## config.mk

```make
export PLATFORM = sky130hd
export DESIGN_NAME = heater_duty_ctrl
export DESIGN_NICKNAME = d
export VERILOG_FILES = /design/src/rtl/heater_pkg.sv /design/src/rtl/heater_pattern_gen.sv /design/src/rtl/heater_duty_ctrl.sv
export SDC_FILE = /design/constraint.sdc
export NUM_CORES = 1
export LEC_CHECK = 0
export ABC_AREA = 1
export ABC_CLOCK_PERIOD_IN_PS = 5650
export BUFFER_PORTS_ARGS = -buffer_cell sky130_fd_sc_hd__buf_2
export CAP_MARGIN = 10
export CORE_ASPECT_RATIO = 1.4
export CORE_MARGIN = 5
export CORE_UTILIZATION = 64
export CTS_CLUSTER_DIAMETER = 150
export DETAILED_ROUTE_END_ITERATION = 12
export HOLD_SLACK_MARGIN = 0.15
export PLACE_DENSITY = 0.86
export REMOVE_ABC_BUFFERS = 1
export SLEW_MARGIN = 0
export SYNTH_ARGS = -nofsm -noshare
export SYNTH_HDL_FRONTEND = slang
export SYNTH_SLANG_ARGS = --single-unit
```

## constraint.sdc

```tcl
create_clock -name clk -period 5.65 [get_ports clk]
set_input_delay 0.565 -clock clk [delete_from_list [all_inputs] [get_ports clk]]
set_output_delay 0.565 -clock clk [all_outputs]
set_load 0.05 [all_outputs]
```

## src/rtl/heater_pkg.sv

```systemverilog
// Shared types and helpers for the heater duty controller and the lfsr_generator bank.
package heater_pkg;

  localparam int unsigned HEATER_FRAME_W = 8;

  typedef enum logic [1:0] {
    IDLE      = 2'd0,
    RAMP      = 2'd1,
    HOLD      = 2'd2,
    RAMP_DOWN = 2'd3
  } heater_state_t;

  // Targets above a full frame saturate at 2^frame_w (dv held high).
  function automatic logic [31:0] clamp_duty(input logic [31:0] target,
                                             input int unsigned frame_w);
    logic [31:0] full;
    full = 32'(1) << frame_w;
    return (target > full) ? full : target;
  endfunction

endpackage

```

## src/rtl/heater_pattern_gen.sv

```systemverilog
// Turns the per-frame duty into the registered dv enable stream.
// HEATER_DUTY_DITHER_EN selects a first-order sigma-delta instead of a contiguous burst.
module heater_pattern_gen
  import heater_pkg::*;
#(
  parameter int unsigned FRAME_W = HEATER_FRAME_W
) (
  input  logic               clk,
  input  logic               reset,
  input  logic [FRAME_W-1:0] fcnt,
  input  logic [FRAME_W:0]   duty,
  output logic               dv
);

`ifdef HEATER_DUTY_DITHER_EN
  logic [FRAME_W-1:0] acc;
  logic [FRAME_W-1:0] acc_base;
  logic [FRAME_W:0]   sum;

  // Accumulator restarts every frame so each frame carries exactly duty pulses.
  always_comb begin
    acc_base = (fcnt == '0) ? '0 : acc;
    sum      = {1'b0, acc_base} + duty;
  end

  always_ff @(posedge clk) begin
    if (reset) begin
      acc <= '0;
      dv  <= 1'b0;
    end else begin
      acc <= sum[FRAME_W-1:0];
      dv  <= sum[FRAME_W];
    end
  end
`else
  always_ff @(posedge clk) begin
    if (reset) begin
      dv <= 1'b0;
    end else begin
      dv <= ({1'b0, fcnt} < duty);
    end
  end
`endif

endmodule

```

## src/rtl/heater_duty_ctrl.sv

```systemverilog
// Heater duty controller: frame counter, duty slew FSM and dv pattern for the lfsr_generator lanes.
// Build option: define HEATER_DUTY_DITHER_EN for the sigma-delta dv pattern.
module heater_duty_ctrl
  import heater_pkg::*;
#(
  parameter int unsigned FRAME_W = HEATER_FRAME_W,
  parameter int unsigned RAMP_W  = 16
) (
  input  logic               clk,
  input  logic               reset,
  input  logic               cfg_enable,
  input  logic [FRAME_W:0]   cfg_target_duty,
  input  logic [RAMP_W-1:0]  cfg_ramp_frames,
  output logic               dv_out,
  output logic               frame_start,
  output logic [FRAME_W:0]   cur_duty,
  output logic [1:0]         state_out,
  output logic               at_target
);

  localparam int unsigned DUTY_W = FRAME_W + 1;

  heater_state_t       state, state_next;
  logic [FRAME_W-1:0]  fcnt;
  logic [DUTY_W-1:0]   duty, duty_next;
  logic [DUTY_W-1:0]   target_clamped, goal, duty_step;
  logic [RAMP_W-1:0]   rcnt, rcnt_next;
  logic                frame_end;

  assign target_clamped = DUTY_W'(clamp_duty(32'(cfg_target_duty), FRAME_W));
  // Duty and state advance on the last cycle of a frame so the new duty owns the whole next frame.
  assign frame_end      = (state != IDLE) && (fcnt == '1);

  always_comb begin
    state_next = state;
    duty_next  = duty;
    rcnt_next  = rcnt;
    goal       = cfg_enable ? target_clamped : '0;
    duty_step  = (duty < goal) ? duty + DUTY_W'(1) : duty - DUTY_W'(1);
    case (state)
      IDLE: begin
        duty_next = '0;
        rcnt_next = '0;
        if (cfg_enable && (target_clamped != '0)) begin
          state_next = RAMP;
        end
      end
      default: begin
        if (frame_end) begin
          if (duty != goal) begin
            if (rcnt == cfg_ramp_frames) begin
              rcnt_next = '0;
              duty_next = duty_step;
            end else begin
              rcnt_next = rcnt + RAMP_W'(1);
            end
          end else begin
            rcnt_next = '0;
          end
          if (!cfg_enable) begin
            state_next = (duty_next == '0) ? IDLE : RAMP_DOWN;
          end else begin
            state_next = (duty_next == target_clamped) ? HOLD : RAMP;
          end
        end
      end
    endcase
  end

  always_ff @(posedge clk) begin
    if (reset) begin
      state <= IDLE;
      fcnt  <= '0;
      duty  <= '0;
      rcnt  <= '0;
    end else begin
      state <= state_next;
      duty  <= duty_next;
      rcnt  <= rcnt_next;
      fcnt  <= (state == IDLE) ? '0 : fcnt + FRAME_W'(1);
    end
  end

  // Status outputs share the one-cycle pipeline stage of dv_out.
  always_ff @(posedge clk) begin
    if (reset) begin
      frame_start <= 1'b0;
      cur_duty    <= '0;
      state_out   <= 2'd0;
      at_target   <= 1'b0;
    end else begin
      frame_start <= (state != IDLE) && (fcnt == '0);
      cur_duty    <= duty;
      state_out   <= state;
      at_target   <= (state == HOLD);
    end
  end

  heater_pattern_gen #(
    .FRAME_W (FRAME_W)
  ) u_pattern (
    .clk   (clk),
    .reset (reset),
    .fcnt  (fcnt),
    .duty  (duty),
    .dv    (dv_out)
  );

endmodule

```

==> reports/qor.yml, run 1 <==
setup_tns_ns: 0
postSynthAreaPerCell_um2: 6.006
setup_violations: 0
vias_per_cell: 5.438
cpMostUsedCell: "nand2_1"
r2r_slack_ns: 2.12
wl_um: 9330
reg2reg_to: "rcnt[5]"
grt_pass1_vias: 3656
route.detailed.drc: 0
pwr-share-seq_pct: 49.4
finClkSkew_ns: 0.01102
synth_sequential_area_ratio_pct: 26.78
netlist.top_cell.by_area: "dfxtp_1"
cts_hold_buf: 0
die-area_um2: 7359
layout-drive-gt1-share_pct: 11.40
reg2reg_from: "fcnt[0]"
clk_pin_slew_ns: 0.08
worstRegToRegCells: 11
cts_buffers: 5
ys_seq_elements: 49
dr.pass1.iters: 5
outcome: "finished, final reports clean"
critPathKind: "in -> reg"
ys_top_cells_by_area: "dfxtp_1, nand2_1, inv_1"
syn_area_um2: 3664
rows: 32
synth_most_common_cell: "nand2_1"
p_per_area_nw_per_um2: 175.2
drt-wirelength-per-cell_um: 13.01
areaGrowthSynthToFinish_pct: 9.836
fmax_mhz: 237.6
finalMaxSlewViolations: 0
finalWeightedCongestion: 1.021
post-dp-hpwl_um: 7414
syn_inst: 610
fp.dieW_um: 73.95
antenna_found_initial: 0
yosys-top-cells-count: "nand2_1, inv_1, nor2_1"
required_ns: 5.85
startpoint: "cfg_target_duty[1]"
yosysWarnings: 0
clk_path_buf_depth: 2
pre_cts_ws_ns: 1.219
synth-async-reset-ratio_pct: 0
drt_iter0_drc: 213
max_stage_delay_ns: 0.42
die_y_um: 99.52
post-place-cells: 709
end_kind: "flop"
synth_top_area_share_pct: 26.78
clkPwrFrac_pct: 37.1
cp_slowest_cell: "ha_1"
rsz0062_at_grt: "false"
synth_ff_type: "dfxtp_1"
portBuffers: 41
nets: 703
vdd_drop_max_uv: 124.3
comb_power_share_pct: 13.4
power.internal_w: 0.0005232
layout.cells.non_filler: 717
grt_pass1_wl_um: 15590
cts_setup_buffers: 0
synth_enable_flop_cells: 0
slew_headroom_pct: 34.34
cts_tree: "built"
worst_hold_slack_ns: 0.4532
core_area_um2: 5525
finalCritPeriodShare_pct: 74.49
fin_util_pct: 72.83
start_util_pct: 66.30
swShare_pct: 25.77
worst_slack_ns: 1.441
switching_power_w: 0.0001816
worstPathArrival_ns: 4.41
fin_crit_ns: 4.209
final_antenna_net_count: 0
crit_path_end: "state[1]"
hold_violations: 0
vias: 3899
clock_latency_ns: 0.31
grt_max_degree: 31
cts-htree-levels: 2
p_leak_nw: 2.136
synth.distinct_cells: 35
track_usage_pct: 26.24
worst_pin_slew_ns: 0.9826
cts_sinks: 49
io_pins: 42
drv_cap: 0
hp-class: "reg -> reg"
grt_overflow: 0
crit_fanout: 9
cts-root-buf: "clkbuf_8"
cts.repair.resized: 0
cp-start-kind: "input port"
diodes: 0
-- metrics by stage --
step	power, W	instance area, µm²
final	0.0007048	4024
after global routing	0.0007339	4024
after CTS	0.0007081	4024
after detailed placement	0.0004498	3904
after global placement	0.0004468	3904
after floorplan	0.0004186	3613
-- how the worst min path moves through the flow --
| stage | to | cells past startpoint | slack [ns] | startpoint |
|---|---|---|---|---|
| after global placement | at_target | 1 | 0.43 | state[0] |
| after detailed placement | at_target | 1 | 0.43 | state[0] |
| final | at_target | 1 | 0.45 | state[0] |
| after floorplan | at_target | 1 | 0.41 | state[0] |
| after CTS | at_target | 1 | 0.45 | state[0] |
| after global routing | at_target | 1 | 0.48 | state[0] |
-- critical path: cells and delay by family --
| family | cells | cell delay (ns) |
|---|---|---|
| simple gates | 22 | 2.46 |
| compound gates | 2 | 0.40 |
| buf+inv | 3 | 0.25 |
| fa+ha+maj | 2 | 0.71 |
-- final cells by class --
type / count / area [µm²]
clock buffer: 6 / 82.58
clock inverter: 2 / 37.54
timing repair buffer: 41 / 205.2
fill: 495 / 1501
tap: 68 / 85.08
sequential: 49 / 980.9
inverter: 117 / 439.2
multi-input combinational: 434 / 2193
-- per-layer routing --
layer / up-vias / global-route usage [%] / wire length, µm
met4: 0 / 13.53 / 422
met2: 135 / 48.91 / 5007
met3: 38 / 2.730 / 395
met1: 1744 / 27.94 / 3505
li1: 1982 / - / -
met5: - / 0 / 0
-- cell families (layout without fill, tap and decap cells) --
group	Yosys count	after routing	share of synthesized area (%)
simple gates	334	334	38.83
buf+inv	127	166	13.35
compound gates	67	67	10.18
flops	49	49	26.78
fa+ha+maj	27	27	9.426
xor+xnor	6	6	1.434
-- flip-flops by register name, summed over array words and instances, names as in the netlist --
signal	flops
frame_start	1
u_pattern.dv	1
rcnt	16
state_out	2
at_target	1
fcnt	8
cur_duty	9
duty	9
state	2
-- power by group through the flow --
| stage | clock network [W] | logic, W | registers [W] |
|---|---|---|---|
| 2_1_floorplan | 0 | 0.0000591 | 0.000360 |
| 3_3_place_gp | 0 | 0.0000903 | 0.000356 |
| 3_5_place_dp | 0 | 0.0000932 | 0.000357 |
| 4_1_cts | 0.000266 | 0.0000938 | 0.000349 |
| 5_1_grt | 0.000278 | 0.000107 | 0.000349 |
| 6_report | 0.000262 | 0.0000946 | 0.000348 |
-- cells in the final DEF, fill, tap and decap left out, drive strengths merged, types with 5 or more instances in the layout --
cell    count
clkbuf      6
nand4      11
a211oi      5
nor2       66
buf        41
inv       113
nand2     199
a21oi      34
dfxtp      49
nor3       11
o21ai      18
ha         26
nand3      40
Note: power is estimated with default switching activity, not from simulation.
==> run 2: changes to the inputs <==
--- a/config.mk
+++ b/config.mk
@@ -5,17 +5,17 @@
 export SDC_FILE = /design/constraint.sdc
 export NUM_CORES = 1
 export LEC_CHECK = 0
-export ABC_AREA = 1
-export ABC_CLOCK_PERIOD_IN_PS = 5650
+export ABC_AREA = 0
+export ABC_CLOCK_PERIOD_IN_PS = 3400
 export BUFFER_PORTS_ARGS = -buffer_cell sky130_fd_sc_hd__buf_2
 export CAP_MARGIN = 10
 export CORE_ASPECT_RATIO = 1.4
 export CORE_MARGIN = 5
-export CORE_UTILIZATION = 64
+export CORE_UTILIZATION = 53
 export CTS_CLUSTER_DIAMETER = 150
 export DETAILED_ROUTE_END_ITERATION = 12
 export HOLD_SLACK_MARGIN = 0.15
-export PLACE_DENSITY = 0.86
+export PLACE_DENSITY = 0.77
 export REMOVE_ABC_BUFFERS = 1
 export SLEW_MARGIN = 0
 export SYNTH_ARGS = -nofsm -noshare
==> constraint.sdc (replaced) <==
create_clock -name clk -period 3.4 [get_ports clk]
set_input_delay 0.34 -clock clk [delete_from_list [all_inputs] [get_ports clk]]
set_output_delay 0.34 -clock clk [all_outputs]
set_load 0.05 [all_outputs]
==> run 2 against run 1 <==
Against the previous run:
- worst setup slack got worse by 1.8 ns
- largest power group unchanged
- the flow now finishes with violations (negative setup slack)
- via count fell by 14%
- clock power rose by 32%
- critical path depth fell by 12
- critical endpoint unchanged
- core utilization fell by 1.9 points
- combinational power rose to 2.8 times the previous value
- final cell count fell by 20%
- sequential share of layout area fell by 2.2 points
==> reports/qor.yml, run 2 <==
outcome: "complete, but fails checks"
pre_cts_ws_ns: -0.9901
yosysWarnings: 0
io_pins: 42
synth_enable_flop_cells: 0
slew_headroom_pct: 17.07
ys_seq_elements: 49
final_antenna_net_count: 0
track_usage_pct: 23.03
cp_cell_sequence: "buf_8 -> buf_6 -> nand3b_1 -> ha_1 -> and4_4 -> buf_6 -> a2111oi_4 -> inv_2 -> ha_4 -> nor2b_4 -> o2111ai_4 -> nor4b_4 -> or2_4 -> a2111oi_4 -> o21ai_2 -> a2111oi_4 -> a32o_1"
regMostFlops: "rcnt"
p_leak_nw: 1.788
min_to: "cur_duty[2]"
drt_iter0_drc: 122
rsz0062_at_grt: "true"
diodes: 0
crit_buf_inv: 4
synth_ff_type: "dfxtp_1"
cp-start-kind: "input port"
cpLargestDelayFamily: "compound AO/OA/AOI/OAI gates"
cp_slowest_cell: "a2111oi_4"
die-area_um2: 8229
cts_sinks: 49
worstRegToRegCells: 14
syn_area_um2: 3442
postSynthAreaPerCell_um2: 8.375
worstHoldStart: "reset"
yosys-top-cells-count: "nor2_1, dfxtp_1, nand2_1"
netlist.top_cell.by_area: "dfxtp_1"
hold_violations: 0
vdd_drop_max_uv: 185.7
wl_um: 9719
post-dp-hpwl_um: 7312
reg2reg_to: "state[1]"
worstPathArrival_ns: 3.97
cts_tree: "built"
worst_pin_slew_ns: 1.231
portBuffers: 41
largest_reg_flops: 16
drv_cap: 0
reg.largest.list: "rcnt (16), cur_duty (9), duty (9)"
vias: 3371
cts_buffers: 5
cts-root-buf: "clkbuf_8"
grt_max_degree: 16
finalWeightedCongestion: 0.8979
max_stage_delay_ns: 0.40
antenna_found_initial: 0
core_area_um2: 6254
layout.cells.most_common: "nor2_1"
synth_most_common_cell: "nor2_1"
route.detailed.drc: 0
cts-htree-levels: 2
vias_per_cell: 5.842
synth.distinct_cells: 64
clock_latency_ns: 0.31
finalCritPeriodShare_pct: 109.6
critPathKind: "in -> reg"
worst_slack_ns: -0.3281
fmax_mhz: 268.2
synth_top_area_share_pct: 28.50
start_util_pct: 55.04
post-place-cells: 561
finalMaxSlewViolations: 0
grt_overflow: 0
areaGrowthSynthToFinish_pct: 28.79
dr.pass1.iters: 5
synth_sequential_area_ratio_pct: 28.50
synth-async-reset-ratio_pct: 0
finClkSkew_ns: 0.01225
syn_inst: 411
drt-wirelength-per-cell_um: 16.84
die_y_um: 105.4
required_ns: 3.65
layout.cells.non_filler: 577
grt_pass1_vias: 3393
reg2reg_from: "duty[6]"
layout-drive-gt1-share_pct: 29.50
r2r_slack_ns: -0.32
worst_hold_slack_ns: 0.3697
grt_pass1_wl_um: 15530
cpMostUsedCell: "a2111oi_4"
hp-class: "in -> reg"
violations: "negative setup slack"
fin_crit_ns: 3.728
crit_fanout: 6
clk_path_buf_depth: 2
p_per_area_nw_per_um2: 267.4
fin_util_pct: 70.89
clk_pin_slew_ns: 0.09
cts_hold_buf: 0
final_cell_mix: "nor2_1, buf_4, dfxtp_1"
finalPower_w: 0.001185
fp.dieW_um: 78.11
ys_top_cells_by_area: "dfxtp_1, ha_1, nor2_1"
rows: 34
setup_violations: 2
min_path_cells: 2
end_kind: "flop"
nets: 559
-- run 2: cell types whose count changed after synthesis, sizes merged, moves of 19 or more --
cell | before | now
nand3 | 40 | 19
inv | 113 | 19
a21oi | 34 | 15
nand2 | 199 | 29
xnor2 | 4 | 25
-- run 2: power breakdown --
part           total, W  switching, W  internal, W
clock network  0.000345      0.000199     0.000145
registers      0.000579    0.00000241     0.000577
logic          0.000262      0.000132     0.000130
total           0.00119      0.000334     0.000851
-- run 2: cells by family after synthesis --
group	synth area share, %
DFF	28.50
muxes	0.7269
and+or+nand+nor	26.75
adders and majority gates	10.03
AOI/OAI and AO/OA	18.47
xor gates and xnor gates	11.67
buffers and inverters	3.853
-- run 2: repair_timing --
item | 4_1_cts | 5_1_grt
endpoints found under the setup margin | 3 | 4
pin swaps | 16 | 7
setup buffers | 8 | 1
gates cloned | 0 | 0
resized for setup | 37 | 17
-- run 2: per-stage QoR --
| stage | cell area (µm²) | TNS, ns |
|---|---|---|
| after floorplan | 3381 | -1.562 |
| after CTS | 4350 | -0.6522 |
| final | 4433 | -0.6357 |
| after global placement | 4036 | -2.535 |
| after detailed placement | 4036 | -3.217 |
| after global routing | 4433 | -1.025 |
-- run 2: cell type report --
class                      instances  area (µm²)
inverter                          19       71.32
clock inverter                     2       15.01
timing repair buffer              97       664.4
sequential                        49       980.9
clock buffer                       6       72.57
fill                             494        1821
tap                               72       90.09
multi-input combinational        332        2539
-- run 2: how the worst max path moves through the flow --
stage	endpoint	startpoint	slack [ns]	cells past startpoint
3_3_place_gp	state[1]	cfg_target_duty[8]	-0.86	20
4_1_cts	state[1]	cfg_target_duty[8]	-0.33	17
3_5_place_dp	state[1]	cfg_target_duty[8]	-0.99	20
2_1_floorplan	state[1]	cfg_enable	-0.65	17
6_report	state[1]	cfg_target_duty[8]	-0.33	17
5_1_grt	state[1]	cfg_target_duty[8]	-0.47	17
-- run 2: routing by layer --
| layer | track usage [%] | vias up | wire length [µm] |
|---|---|---|---|
| met4 | 12.44 | 0 | 535 |
| met3 | 1.962 | 41 | 527 |
| li1 | - | 1640 | - |
| met5 | 0 | - | 0 |
| met2 | 43.42 | 131 | 5076 |
| met1 | 24.47 | 1559 | 3580 |
-- run 2: worst register-to-register path, delay by kind of cell, from the launching register on --
family | cells | cell delay (ns)
AO/OA/AOI/OAI | 6 | 1.58
buffers and inverters | 2 | 0.29
flip-flops | 1 | 0.41
AND/OR/NAND/NOR | 4 | 0.84
adder cells (fa/ha/maj) | 2 | 0.53
==> run 3: changes to the inputs <==
--- a/config.mk
+++ b/config.mk
@@ -5,17 +5,17 @@
 export SDC_FILE = /design/constraint.sdc
 export NUM_CORES = 1
 export LEC_CHECK = 0
-export ABC_AREA = 0
+export ABC_AREA = 1
 export ABC_CLOCK_PERIOD_IN_PS = 3400
 export BUFFER_PORTS_ARGS = -buffer_cell sky130_fd_sc_hd__buf_2
 export CAP_MARGIN = 10
 export CORE_ASPECT_RATIO = 1.4
 export CORE_MARGIN = 5
-export CORE_UTILIZATION = 53
+export CORE_UTILIZATION = 54
 export CTS_CLUSTER_DIAMETER = 150
 export DETAILED_ROUTE_END_ITERATION = 12
 export HOLD_SLACK_MARGIN = 0.15
-export PLACE_DENSITY = 0.77
+export PLACE_DENSITY = 0.78
 export REMOVE_ABC_BUFFERS = 1
 export SLEW_MARGIN = 0
 export SYNTH_ARGS = -nofsm -noshare
==> run 3 against run 2 <==
Against the previous run:
- the flow still finishes with violations (negative setup slack)
- via count grew 23%
- final cell count increased by 38%
- register-to-register slack better by 0.63 ns
- worst setup slack improved by 0.24 ns
- count of clock-buffer cells in the layout is 1 lower
- hold slack improved by 0.025 ns
- design area is 7.9% higher
- clock skew shrank 0.0051 ns
- critical path type unchanged
- largest power group unchanged
- highest routed layer unchanged
==> reports/qor.yml, run 3 (same netlist as run 1, synthesis figures left out) <==
finalPower_w: 0.001230
hold_violations: 0
cp_slowest_cell: "ha_4"
rsz0062_at_grt: "true"
cpMostUsedCell: "nand2_2"
final_antenna_net_count: 0
io_pins: 42
die-area_um2: 8554
startpoint: "cfg_target_duty[7]"
cts_tree: "built"
clkPwrFrac_pct: 32.8
rows: 35
crit_path_end: "state[1]"
r2r_slack_ns: 0.31
die_y_um: 107.5
fp.dieW_um: 79.61
violations: "negative setup slack"
grt_max_degree: 30
fin_crit_ns: 3.487
vdd_drop_max_uv: 176.2
switching_power_w: 0.0003294
regMostFlops: "rcnt"
drt_iter0_drc: 208
cts-root-buf: "clkbuf_8"
end_kind: "flop"
grt_pass1_vias: 4049
max_stage_delay_ns: 0.32
route.detailed.drc: 0
fmax_mhz: 286.8
p_per_area_nw_per_um2: 257.1
cts_sinks: 49
wl_um: 10730
swShare_pct: 26.78
dr.pass1.iters: 5
cts-htree-levels: 2
cp-start-kind: "input port"
finalWeightedCongestion: 0.9800
cp_num_cells: 30
reg.largest.list: "rcnt (16), cur_duty (9), duty (9)"
diodes: 0
final_cell_mix: "nand2_1, inv_1, nor2_1"
finalCritPeriodShare_pct: 102.6
finalMaxSlewViolations: 0
grt_pass1_wl_um: 17180
crit_buf_inv: 4
grt_overflow: 0
layout.cells.non_filler: 796
crit_fanout: 8
drt-wirelength-per-cell_um: 13.48
largest_reg_flops: 16
power.internal_w: 0.0009008
min_path_cells: 2
layout-drive-gt1-share_pct: 27.27
hp-class: "in -> reg"
pre_cts_ws_ns: -0.6958
worst_slack_ns: -0.08730
clock_latency_ns: 0.30
slew_headroom_pct: 63.72
start_util_pct: 55.40
layout.cells.most_common: "nand2_1"
clk_path_buf_depth: 2
comb_power_share_pct: 20.1
drv_cap: 0
outcome: "complete, but fails checks"
worst_pin_slew_ns: 0.5409
final_area_um2: 4785
required_ns: 3.60
post-place-cells: 786
cts_buffers: 5
clk_pin_slew_ns: 0.09
portBuffers: 41
worstRegToRegCells: 23
critPathKind: "in -> reg"
worstPathArrival_ns: 3.69
areaGrowthSynthToFinish_pct: 30.60
cpLargestDelayFamily: "simple AND/OR/NAND/NOR gates"
core_area_um2: 6613
p_leak_nw: 2.419
vias_per_cell: 5.198
track_usage_pct: 24.92
post-dp-hpwl_um: 8292
pwr-share-seq_pct: 47.1
vias: 4138
placed_cell_area_um2: 4332
finClkSkew_ns: 0.007160
reg2reg_to: "state[1]"
antenna_found_initial: 0
nets: 759
reg2reg_from: "duty[1]"
setup_violations: 2
==> run 3: per-stage QoR <==
step / TNS [ns] / util [%] / hold WS [ns]
floorplan: 0 / - / 0.4124
global placement: -2.398 / 65.51 / 0.4235
detailed placement: -3.845 / 65.51 / 0.4339
CTS: -0.004355 / 68.10 / 0.3822
global route: -0.7509 / 72.36 / 0.3981
finish: -0.1320 / 72.36 / 0.3946
==> run 3: area by class of cell <==
class	count	area [µm²]
multi-input combinational	434	2490
sequential	49	980.9
fill	570	1828
clock buffer	5	68.82
inverter	117	441.7
tap	92	115.1
clock inverter	2	35.03
timing repair buffer	97	653.1
==> run 3: worst min-delay path by stage <==
stage | start | endpoint | slack (ns)
after detailed placement | state[0] | at_target | 0.43
after CTS | reset | cur_duty[7] | 0.38
final | reset | cur_duty[6] | 0.39
after global placement | state[0] | at_target | 0.42
after floorplan | reset | cur_duty[0] | 0.41
after global routing | reset | cur_duty[6] | 0.40
==> run 3: metal layers <==
| layer | GRT usage (%) | up-vias | wire length [µm] |
|---|---|---|---|
| li1 | - | 2094 | - |
| met1 | 25.17 | 1900 | 4031 |
| met2 | 49.40 | 111 | 5846 |
| met3 | 2.429 | 33 | 438 |
| met4 | 11.55 | 0 | 413 |
| met5 | 0 | - | 0 |
==> run 3: power groups by stage <==
stage | clock, W | combinational [W] | sequential [W]
final | 0.000404 | 0.000247 | 0.000579
after CTS | 0.000407 | 0.000209 | 0.000579
after global routing | 0.000433 | 0.000271 | 0.000580
after detailed placement | 0 | 0.000199 | 0.000592
after global placement | 0 | 0.000193 | 0.000592
after floorplan | 0 | 0.0000982 | 0.000598
==> run 3: repair_timing <==
item | 4_1_cts | 5_1_grt
resized for setup | 12 | 68
setup endpoints to repair | 5 | 8
buffers inserted | 0 | 3
hold buffers | 0 | 0
pin swaps | 2 | 41
